File: config.mk
export PLATFORM = sky130hd
export DESIGN_NAME = mc_alu_seq
export DESIGN_NICKNAME = d
export VERILOG_FILES = /design/src/rtl/mc_alu_seq.sv
export SDC_FILE = /design/constraint.sdc
export NUM_CORES = 1
export LEC_CHECK = 0
export BUFFER_PORTS_ARGS = -buffer_cell sky130_fd_sc_hd__buf_4
export CAP_MARGIN = 30
export CORE_AREA = 2 2 97 99
export CTS_BUF_LIST = sky130_fd_sc_hd__clkbuf_8 sky130_fd_sc_hd__clkbuf_16
export DETAILED_ROUTE_END_ITERATION = 12
export DIE_AREA = 0 0 99 101
export PLACE_DENSITY = 0.84
export SETUP_SLACK_MARGIN = 0.05
export SLEW_MARGIN = 15
export SYNTH_ARGS = -nofsm -noshare
export SYNTH_HDL_FRONTEND = slang
export SYNTH_SLANG_ARGS = --single-unit
File: constraint.sdc
create_clock -name clk -period 1.2 [get_ports clk]
set_input_delay 0.18 -clock clk [delete_from_list [all_inputs] [get_ports clk]]
set_output_delay 0.18 -clock clk [all_outputs]
set_load 0.01 [all_outputs]
File: src/rtl/mc_alu_seq.sv
// mc_alu_seq: sequenced ALU with registered result/flags, start/busy/done handshake and optional iterative multiplier (MC_ALU_MUL_EN).
//   in : clk, reset (async, active-high), start, op[3:0], alu_src_a, alu_src_b[1:0], a, b, pc [WIDTH], imm [IMM_W]
//   out: busy, done, result[WIDTH], flag_n, flag_z, flag_c, flag_v, flag (= flag_n)
module mc_alu_seq #(
  parameter int WIDTH = 16,
  parameter int IMM_W = 7
) (
  input  logic             clk,
  input  logic             reset,
  input  logic             start,
  input  logic [3:0]       op,
  input  logic             alu_src_a,
  input  logic [1:0]       alu_src_b,
  input  logic [WIDTH-1:0] a,
  input  logic [WIDTH-1:0] b,
  input  logic [WIDTH-1:0] pc,
  input  logic [IMM_W-1:0] imm,
  output logic             busy,
  output logic             done,
  output logic [WIDTH-1:0] result,
  output logic             flag_n,
  output logic             flag_z,
  output logic             flag_c,
  output logic             flag_v,
  output logic             flag
);
  localparam int SH_W = $clog2(WIDTH);
  logic [WIDTH-1:0] src_a, src_b, imm_x, opnd_b, res, fin_res, out;
  logic [WIDTH:0] sum;
  logic [SH_W-1:0] sh;
  logic sub, c, v, issue, fin;
  assign imm_x = {{(WIDTH-IMM_W){imm[IMM_W-1]}}, imm};
  assign src_a = alu_src_a ? a : pc;
  assign src_b = alu_src_b == 2'd0 ? b : alu_src_b == 2'd1 ? WIDTH'(1) : alu_src_b == 2'd2 ? imm_x : '0;
  assign sh = src_b[SH_W-1:0];
  // SUB is A + ~B + 1, so ADD and SUB share one adder and one overflow rule
  assign sub = op == 4'd1;
  assign opnd_b = sub ? ~src_b : src_b;
  assign sum = {1'b0, src_a} + {1'b0, opnd_b} + {{WIDTH{1'b0}}, sub};
  always_comb begin
    res = '0;
    c = 1'b0;
    v = 1'b0;
    case (op)
      4'd0, 4'd1: begin
        res = sum[WIDTH-1:0];
        c = sum[WIDTH];
        v = (src_a[WIDTH-1] == opnd_b[WIDTH-1]) && (res[WIDTH-1] != src_a[WIDTH-1]);
      end
      4'd2: res = src_a & src_b;
      4'd3: res = src_a | src_b;
      4'd4: res = src_a ^ src_b;
      4'd5: res = src_a << sh;
      4'd6: res = src_a >> sh;
      4'd7: res = $signed(src_a) >>> sh;
      default: res = '0;
    endcase
  end
`ifdef MC_ALU_MUL_EN
  localparam logic [0:0] IDLE = 1'b0, MULT = 1'b1;
  logic [0:0] state;
  logic [WIDTH-1:0] mcand, mplier, acc;
  logic [SH_W-1:0] cnt;
  logic go_mul;
  assign go_mul = state == IDLE && start && op == 4'd8;
  assign issue = state == IDLE && start && op != 4'd8;
  assign fin = state == MULT && cnt == SH_W'(WIDTH-1);
  assign fin_res = acc + (mplier[0] ? mcand : '0);
  always_ff @(posedge clk or posedge reset)
    if (reset) begin
      state <= IDLE;
      mcand <= '0;
      mplier <= '0;
      acc <= '0;
      cnt <= '0;
      busy <= 1'b0;
    end else if (go_mul) begin
      state <= MULT;
      mcand <= src_a;
      mplier <= src_b;
      acc <= '0;
      cnt <= '0;
      busy <= 1'b1;
    end else if (state == MULT) begin
      acc <= fin_res;
      mcand <= mcand << 1;
      mplier <= mplier >> 1;
      cnt <= cnt + SH_W'(1);
      state <= fin ? IDLE : MULT;
      busy <= ~fin;
    end
`else
  assign issue = start;
  assign fin = 1'b0;
  assign fin_res = '0;
  assign busy = 1'b0;
`endif
  assign out = fin ? fin_res : res;
  assign flag = flag_n;
  always_ff @(posedge clk or posedge reset)
    if (reset) begin
      done <= 1'b0;
      result <= '0;
      flag_n <= 1'b0;
      flag_z <= 1'b0;
      flag_c <= 1'b0;
      flag_v <= 1'b0;
    end else begin
      done <= issue | fin;
      if (issue | fin) begin
        result <= out;
        flag_n <= out[WIDTH-1];
        flag_z <= ~|out;
        flag_c <= c & ~fin;
        flag_v <= v & ~fin;
      end
    end
endmodule

==> metrics.md, run 1 <==
| Metric | Value |
|---|---|
| Post-synth EDFFs | `0` |
| Critical endpoint after global-route timing repair | `flag_v$_DFFE_PP0P_/D` |
| Synth Flop Type | `dfrtp_1` |
| Err | `[ERROR GRT-0232] Routing congestion too high. Check the congestion heatmap in the GUI.` |
| Most common cell in the netlist | `nor2_1` |
| Synth Area in Simple Gates | `17.3%` |
| Number of H-tree levels | `1` |
| Multiplexer area fraction after synthesis | `19.3%` |
| Top cell type's share of synthesized area | `12.6%` |
| Placed Cells | `964` |
| Synth top cells by count | `nor2_1 (51), ha_1 (49), o21ai_0 (44)` |
| DP Wirelength | `18000 um` |
| Initial Util | `54.0%` |
| Die height | `101 um` |
| Register area share after synthesis | `10.3%` |
| Buffers added on ports | `86` |
| Top cells by area, synth | `ha_1 (13%), dfrtp_1 (10%), mux4_2 (8.8%)` |
| Worst_ep kind | `register input` |
| Largest net degree at the start of global routing | `31` |
| Cell Area, Synth | `4850 um^2` |
| Status | `did not finish` |
| GRT Total Usage | `82.4%` |
| CTS Sinks | `20` |
| Yosys Warn Count | `0` |
| Width of the chip | `99 um` |
| CTS buffer count | `3` |
| Largest family of logic cells by synthesized area | `compound AO/OA/AOI/OAI gates` |
| Cell row count | `35` |
| Clock buffer depth | `2` |
| GPL Wtd Cong | `1.12` |
| Async S/R FF share, synth | `100%` |
| Net count after synthesis | `723` |
| #FFs+latches synth | `20` |
| Post-synthesis adder-cell area fraction | `13.0%` |
| Unique masters post-synth | `76` |
| Synth Instances | `608` |
| CTS Root Cell | `clkbuf_8` |
| Grt ovf | `107` |
| I/O pins | `88` |
| Post-synthesis xor/xnor area fraction | `4.69%` |
| Syn Area/Cell | `7.98 um^2` |
| Stage where the run ended | `5_1_grt` |
| Yosys top cell by area | `ha_1` |
| Complex-gate fraction of the synthesized area | `27.1%` |
-- through the flow --
stage | util [%] | worst slack [ns] | hold WS, ns | cell area, um^2
after global placement | 80.2 | -2.00 | 0.216 | 7200
after CTS | 88.3 | -1.68 | 0.365 | 7930
after detailed placement | 80.2 | -2.19 | 0.234 | 7200
after floorplan | - | -1.84 | 0.144 | 5180
-- per-layer routing --
| layer | GRT usage (%) | overflow |
|---|---|---|
| met5 | 33.3 | 0 |
| met4 | 87.2 | 49 |
| met3 | 66.6 | 2 |
| met2 | 99.1 | 53 |
| met1 | 80.4 | 3 |
-- what timing repair did --
action,in CTS
hold buffers,1
hold endpoints to repair,20
buffers inserted,19
pin swaps,49
endpoints found under the setup margin,19
gates resized for setup,97
gates cloned,1
-- kinds of logic after synthesis --
kind of cell	after synthesis
buf+inv	87
fa+ha+maj	50
mux	65
compound gates	192
simple gates	167
other cells	1
xor+xnor	26
flops	20
==> run 2: changes to the inputs <==
==> config.mk (replaced) <==
export PLATFORM = sky130hd
export DESIGN_NAME = mc_alu_seq
export DESIGN_NICKNAME = d
export VERILOG_FILES = /design/src/rtl/mc_alu_seq.sv
export SDC_FILE = /design/constraint.sdc
export NUM_CORES = 1
export LEC_CHECK = 0
export BUFFER_PORTS_ARGS = -buffer_cell sky130_fd_sc_hd__buf_4
export CAP_MARGIN = 30
export CORE_AREA = 2 2 114 116
export DETAILED_ROUTE_END_ITERATION = 12
export DIE_AREA = 0 0 116 118
export PLACE_DENSITY_LB_ADDON = 0.15
export SLEW_MARGIN = 15
export SYNTH_ARGS = -nofsm -noshare
export SYNTH_HDL_FRONTEND = slang
export SYNTH_SLANG_ARGS = --single-unit
==> metrics.md, run 2 <==
| Metric | Value |
|---|---|
| Net count after synthesis | `723` |
| Layout Nets | `1017` |
| Clk_skew | `0 ns` |
| Starting DRC count in detailed routing | `544` |
| Status | `finished with violations` |
| Number of H-tree levels | `1` |
| Final wirelength | `23400 um` |
| Number of global-route vias before repair | `6185` |
| Lkg Pwr | `3.89 nW` |
| Initial antenna violation count | `0` |
| Global-route wire length before repair | `35500 um` |
| Max FFs per register | `16` |
| Via count | `6369` |
| Syn Area/Cell | `7.98 um^2` |
| Initial Util | `39.1%` |
| Tot Pwr | `6.46 mW` |
| Grt ovf | `0` |
| CTS Root Cell | `clkbuf_16` |
| Critical Path Start Type | `input port` |
| Final-report max-slew violation count | `0` |
| Failing checks | `setup timing` |
| Antenna-violating nets left | `0` |
| Cell row count | `41` |
| Ratio of final minimum period to clock period | `247%` |
| Placement Setup Slack | `-2.13 ns` |
| Util after Layout | `66.9%` |
| CTS tree | `done` |
| Area Overhead vs Synth | `71.1%` |
| Synth top cells by count | `nor2_1 (51), ha_1 (49), o21ai_0 (44)` |
| DP Wirelength | `18300 um` |
| Largest net degree at the start of global routing | `31` |
| Buffers added on ports | `86` |
| Setup WS post-layout | `-1.77 ns` |
| Antenna fix cells | `0` |
| Wire per inst | `21.8 um` |
| Clock buffer depth | `2` |
| GRT Total Usage | `33.8%` |
| Share of post-route cells with drive strength above 1 | `52.7%` |
| Reg2reg setup slack | `0.41 ns` |
| DRT Pass-1 Iters | `7` |
| Core ar. | `12400 um^2` |
| Post-synth EDFFs | `0` |
| Register area share after synthesis | `10.3%` |
| Yosys Warn Count | `0` |
| Top reg by flops | `result` |
| Maxcap violations | `0` |
| Most common cell in the netlist | `nor2_1` |
| Mean number of vias per cell | `5.94` |
| Layout Cells excl Fill | `1073` |
| Peak VDD IR | `0.592 mV` |
| Async S/R FF share, synth | `100%` |
| Clk slew on worst S/H paths | `0.06 ns` |
| Fin. Hold Viols | `0` |
| Max Clk Rate | `337 MHz` |
| CP endpoint kind | `flip-flop` |
| WP data required | `1.34 ns` |
| Crit path max fanout | `5` |
| Yosys top cell by area | `ha_1` |
| Critical path class | `input port to flip-flop` |
| Synth Flop Type | `dfrtp_1` |
| Placed Cells | `1039` |
| GPL Wtd Cong | `1.03` |
| Cell Area, Synth | `4850 um^2` |
| Worst Hold Class | `input port to flip-flop` |
| #FFs+latches synth | `20` |
| Hold Slack | `0.387 ns` |
| CTS buffer count | `3` |
| Top cell type's share of synthesized area | `12.6%` |
| Setup Viol. Count Final | `19` |
| Commonest cells after routing, fill and taps aside | `buf_4 (311), nor2_1 (48), ha_1 (44)` |
| RSZ-0062 raised after global routing | `true` |
| Synth Instances | `608` |
| Commonest non-fill, non-tap cell in the layout | `buf_4` |
| I/O pins | `88` |
| Slew margin rel. | `59.7%` |
| Clk_lat worst skew | `0.25 ns` |
| Die height | `118 um` |
| Width of the chip | `116 um` |
| Final min period | `2.97 ns` |
| Unique masters post-synth | `76` |
| Worst Tran Pin Value | `0.602 ns` |
| Pwr Density | `778 nW/um^2` |
| Drc violations | `0` |
| Crit path DAT | `3.11 ns` |
| Total die area | `13700 um^2` |
| CTS Sinks | `20` |
| Top cells by area, synth | `ha_1 (13%), dfrtp_1 (10%), mux4_2 (8.8%)` |
-- run 2: cell counts after synthesis --
Identical to the previous run, type by type.
-- run 2: critical path, cell delays in order --
cell and delay, ns:
buf_12 0.10, buf_12 0.13, a21oi_4 0.25, buf_6 0.15, o21ai_4 0.06, xnor2_2 0.20, ha_4 0.25, buf_6 0.12
nand4_1 0.16, buf_4 0.17, nor2_4 0.04, nor4b_4 0.30, buf_4 0.19, xnor2_4 0.06, a32oi_1 0.17, nand3_1 0.15
buf_4 0.17, mux2_4 0.25
-- run 2: repair_timing --
item | CTS | global route
hold buffers | 1 | 0
hold endpoints to repair | 20 | 0
setup endpoints to repair | 19 | 19
buffers inserted | 20 | 10
cloned | 1 | 0
pin swaps | 53 | 38
resized for setup | 74 | 32
-- run 2: routing by layer --
layer	vias up	wire, um	part of all wire (%)	global-route usage [%]
met5	-	0	0	0
met4	0	960	4.1	11.8
met3	62	2280	9.8	7.93
met2	339	10700	46	53.0
met1	3075	9430	40	45.2
li1	2893	-	-	-
-- run 2: cell families (layout without fill, tap and decap cells) --
kind of cell | count (synthesis) | in the layout | synth area share, %
muxes | 65 | 65 | 19.3
adders and majority gates | 50 | 50 | 13.0
and+or+nand+nor | 167 | 167 | 17.3
DFF | 20 | 20 | 10.3
xor gates and xnor gates | 26 | 26 | 4.69
buffers and inverters | 87 | 380 | 8.17
other | 1 | 1 | 0.0773
AOI/OAI and AO/OA | 192 | 192 | 27.1
-- run 2: worst paths after layout --
check / startpoint / end / depth (start not counted)
setup / recovery: alu_src_b[1] / result[10] / 18
hold / removal: start / done / 2
setup reg to reg: result[3] / result[3] / 1
hold reg to reg: result[0] / result[0] / 1
max in group asynchronous: reset / flag_z / 4
min in group asynchronous: reset / result[0] / 4
-- run 2: final cells by class --
cell class	instances	area, um^2
well taps	172	215
clock buffers	3	75.1
clock inverters	1	30.0
fillers	1029	4110
inverters	41	169
flip-flops and latches	20	500
repair buffers	335	2700
multi-input cells	501	4610
-- run 2: power breakdown --
group / internal [mW] / switching (mW)
Sequential: 0.771 / 0.0623
Combinational: 2.39 / 2.32
Clock: 0.662 / 0.260
Total: 3.82 / 2.64
-- run 2: metrics by stage --
step / cell area [um^2] / TNS [ns]
floorplan: 5180 / -26.96
detailed placement: 7400 / -35.51
CTS: 8060 / -28.35
global route: 8300 / -31.19
global placement: 7400 / -34.64
finish: 8300 / -29.32
Note: power is estimated with default switching activity, not from simulation.
==> run 3: changes to the inputs <==
==> constraint.sdc (replaced) <==
create_clock -name clk -period 3.56 [get_ports clk]
set_input_delay 0.534 -clock clk [delete_from_list [all_inputs] [get_ports clk]]
set_output_delay 0.534 -clock clk [all_outputs]
set_load 0.01 [all_outputs]
==> metrics.md, run 3 (synthesis gave the netlist of run 2 again) <==
| Metric | Value |
|---|---|
| Critical Path Start Type | `input port` |
| Via count | `5699` |
| CP endpoint kind | `flip-flop` |
| Number of H-tree levels | `1` |
| Largest net degree at the start of global routing | `31` |
| Status | `finished clean` |
| Maxcap violations | `0` |
| Commonest non-fill, non-tap cell in the layout | `buf_4` |
| I/O pins | `88` |
| Die height | `118 um` |
| Worst Hold Class | `input port to async pin` |
| Area Overhead vs Synth | `32.7%` |
| Worst setup path startpoint | `op[1]` |
| Crit path DAT | `3.61 ns` |
| Crit path max fanout | `4` |
| Lkg Pwr | `2.94 nW` |
| CTS Hold Bufs | `0` |
| WP data required | `3.73 ns` |
| Fin. Hold Viols | `0` |
| Critical path class | `input port to flip-flop` |
| Final min period | `3.43 ns` |
| Total die area | `13700 um^2` |
| Reg2reg setup slack | `2.81 ns` |
| Commonest cells after routing, fill and taps aside | `buf_4 (185), nor2_1 (51), ha_1 (49)` |
| Placed inst area | `6260 um^2` |
| Cell row count | `41` |
| CTS Sinks | `20` |
| Max FFs per register | `16` |
| Initial antenna violation count | `0` |
| Width of the chip | `116 um` |
| End of the worst register-to-register path | `result[6]` |
| Ratio of final minimum period to clock period | `96.5%` |
| CTS tree | `done` |
| Worst flop-to-flop path startpoint | `result[6]` |
| Peak VDD IR | `0.175 mV` |
| GRT Total Usage | `29.0%` |
| Final instance area | `6440 um^2` |
| Clk_lat worst skew | `0.25 ns` |
| Wire per inst | `21.6 um` |
| Antenna-violating nets left | `0` |
| Drc violations | `0` |
| Number of global-route vias before repair | `5466` |
| Initial Util | `39.1%` |
| Final wirelength | `20000 um` |
| Antenna fix cells | `0` |
| Setup Viol. Count Final | `0` |
| RSZ-0062 raised after global routing | `true` |
| DP Wirelength | `16000 um` |
| Starting DRC count in detailed routing | `539` |
| Share of post-route cells with drive strength above 1 | `35.5%` |
| Worst Tran Pin Value | `0.756 ns` |
| GPL Wtd Cong | `1.01` |
| Global-route wire length before repair | `30900 um` |
| Tot Pwr | `1.67 mW` |
| Clock buffer depth | `2` |
| Grt ovf | `0` |
| Slew margin rel. | `49.0%` |
| CTS buffer count | `3` |
| Clk_skew | `0 ns` |
| Max Clk Rate | `291 MHz` |
| Buffers added on ports | `86` |
| Layout Nets | `870` |
| Clk slew on worst S/H paths | `0.05 ns` |
| Final-report max-slew violation count | `0` |
| DRT Pass-1 Iters | `5` |
| Mean number of vias per cell | `6.15` |
| Pwr Density | `260 nW/um^2` |
| Number of cells on the worst reg-to-reg path | `1` |
| CTS Root Cell | `clkbuf_16` |
| Top reg by flops | `result` |
| Core ar. | `12400 um^2` |
## run 3: cell types whose count changed in the layout (fill, tap and decap cells not counted), moves of 8 or more
cell,previous run,this run
buf_4,311,185
xnor2_1,11,24
buf_6,12,2
a21oi_1,19,28
xnor2_2,9,0
o21ai_0,33,41
## run 3: final cells by class
type	count	area (um^2)
flip-flops and latches	20	500
repair buffers	188	1430
inverters	41	156
clock buffers	4	88.8
fillers	1241	5970
well taps	172	215
multi-input cells	501	4050
## run 3: worst max-delay path, cell delays in order
cell	delay [ns]
buf_4	0.13
or4b_2	0.76
xnor2_1	0.18
ha_1	0.36
o21ai_2	0.12
nor4_2	0.07
nor4b_2	0.38
buf_4	0.18
xnor2_1	0.09
a32oi_1	0.18
nand3_1	0.14
nor3_2	0.21
nand4_1	0.14
o22ai_2	0.12
## run 3: worst max-delay path by stage
stage	to	cells past startpoint
floorplan	flag_z	17
CTS	flag_z	14
global route	flag_z	13
finish	flag_z	14
global placement	flag_z	14
detailed placement	flag_z	13
## run 3: per-layer routing
metal  track usage, %  wire length, um  vias to the layer above
met3             4.07             1840                       84
li1                 -                -                     2597
met2             47.0             9100                      334
met1             39.4             8160                     2684
met4             9.15              903                        0
met5                0                0                        -
## run 3: timing repair
action	in CTS	in global routing
buffers inserted	0	3
endpoints found under the setup margin	0	5
resized for setup	0	17
## run 3: report_power, final
group          internal [mW]  switching, mW
Combinational          0.525          0.620
Clock                  0.171         0.0792
Sequential             0.260         0.0183
## run 3: through the flow
step	setup TNS [ns]	hold WS (ns)	setup slack (ns)	util, %	instances
3_3_place_gp	-0.752	0.467	-0.211	50.4	919
6_report	0	0.421	0.126	51.9	926
5_1_grt	-0.0162	0.484	-0.0162	51.9	926
3_5_place_dp	-0.841	0.473	-0.187	50.4	919
4_1_cts	0	0.447	0.0621	51.1	923
2_1_floorplan	-0.105	0.498	-0.105	-	608
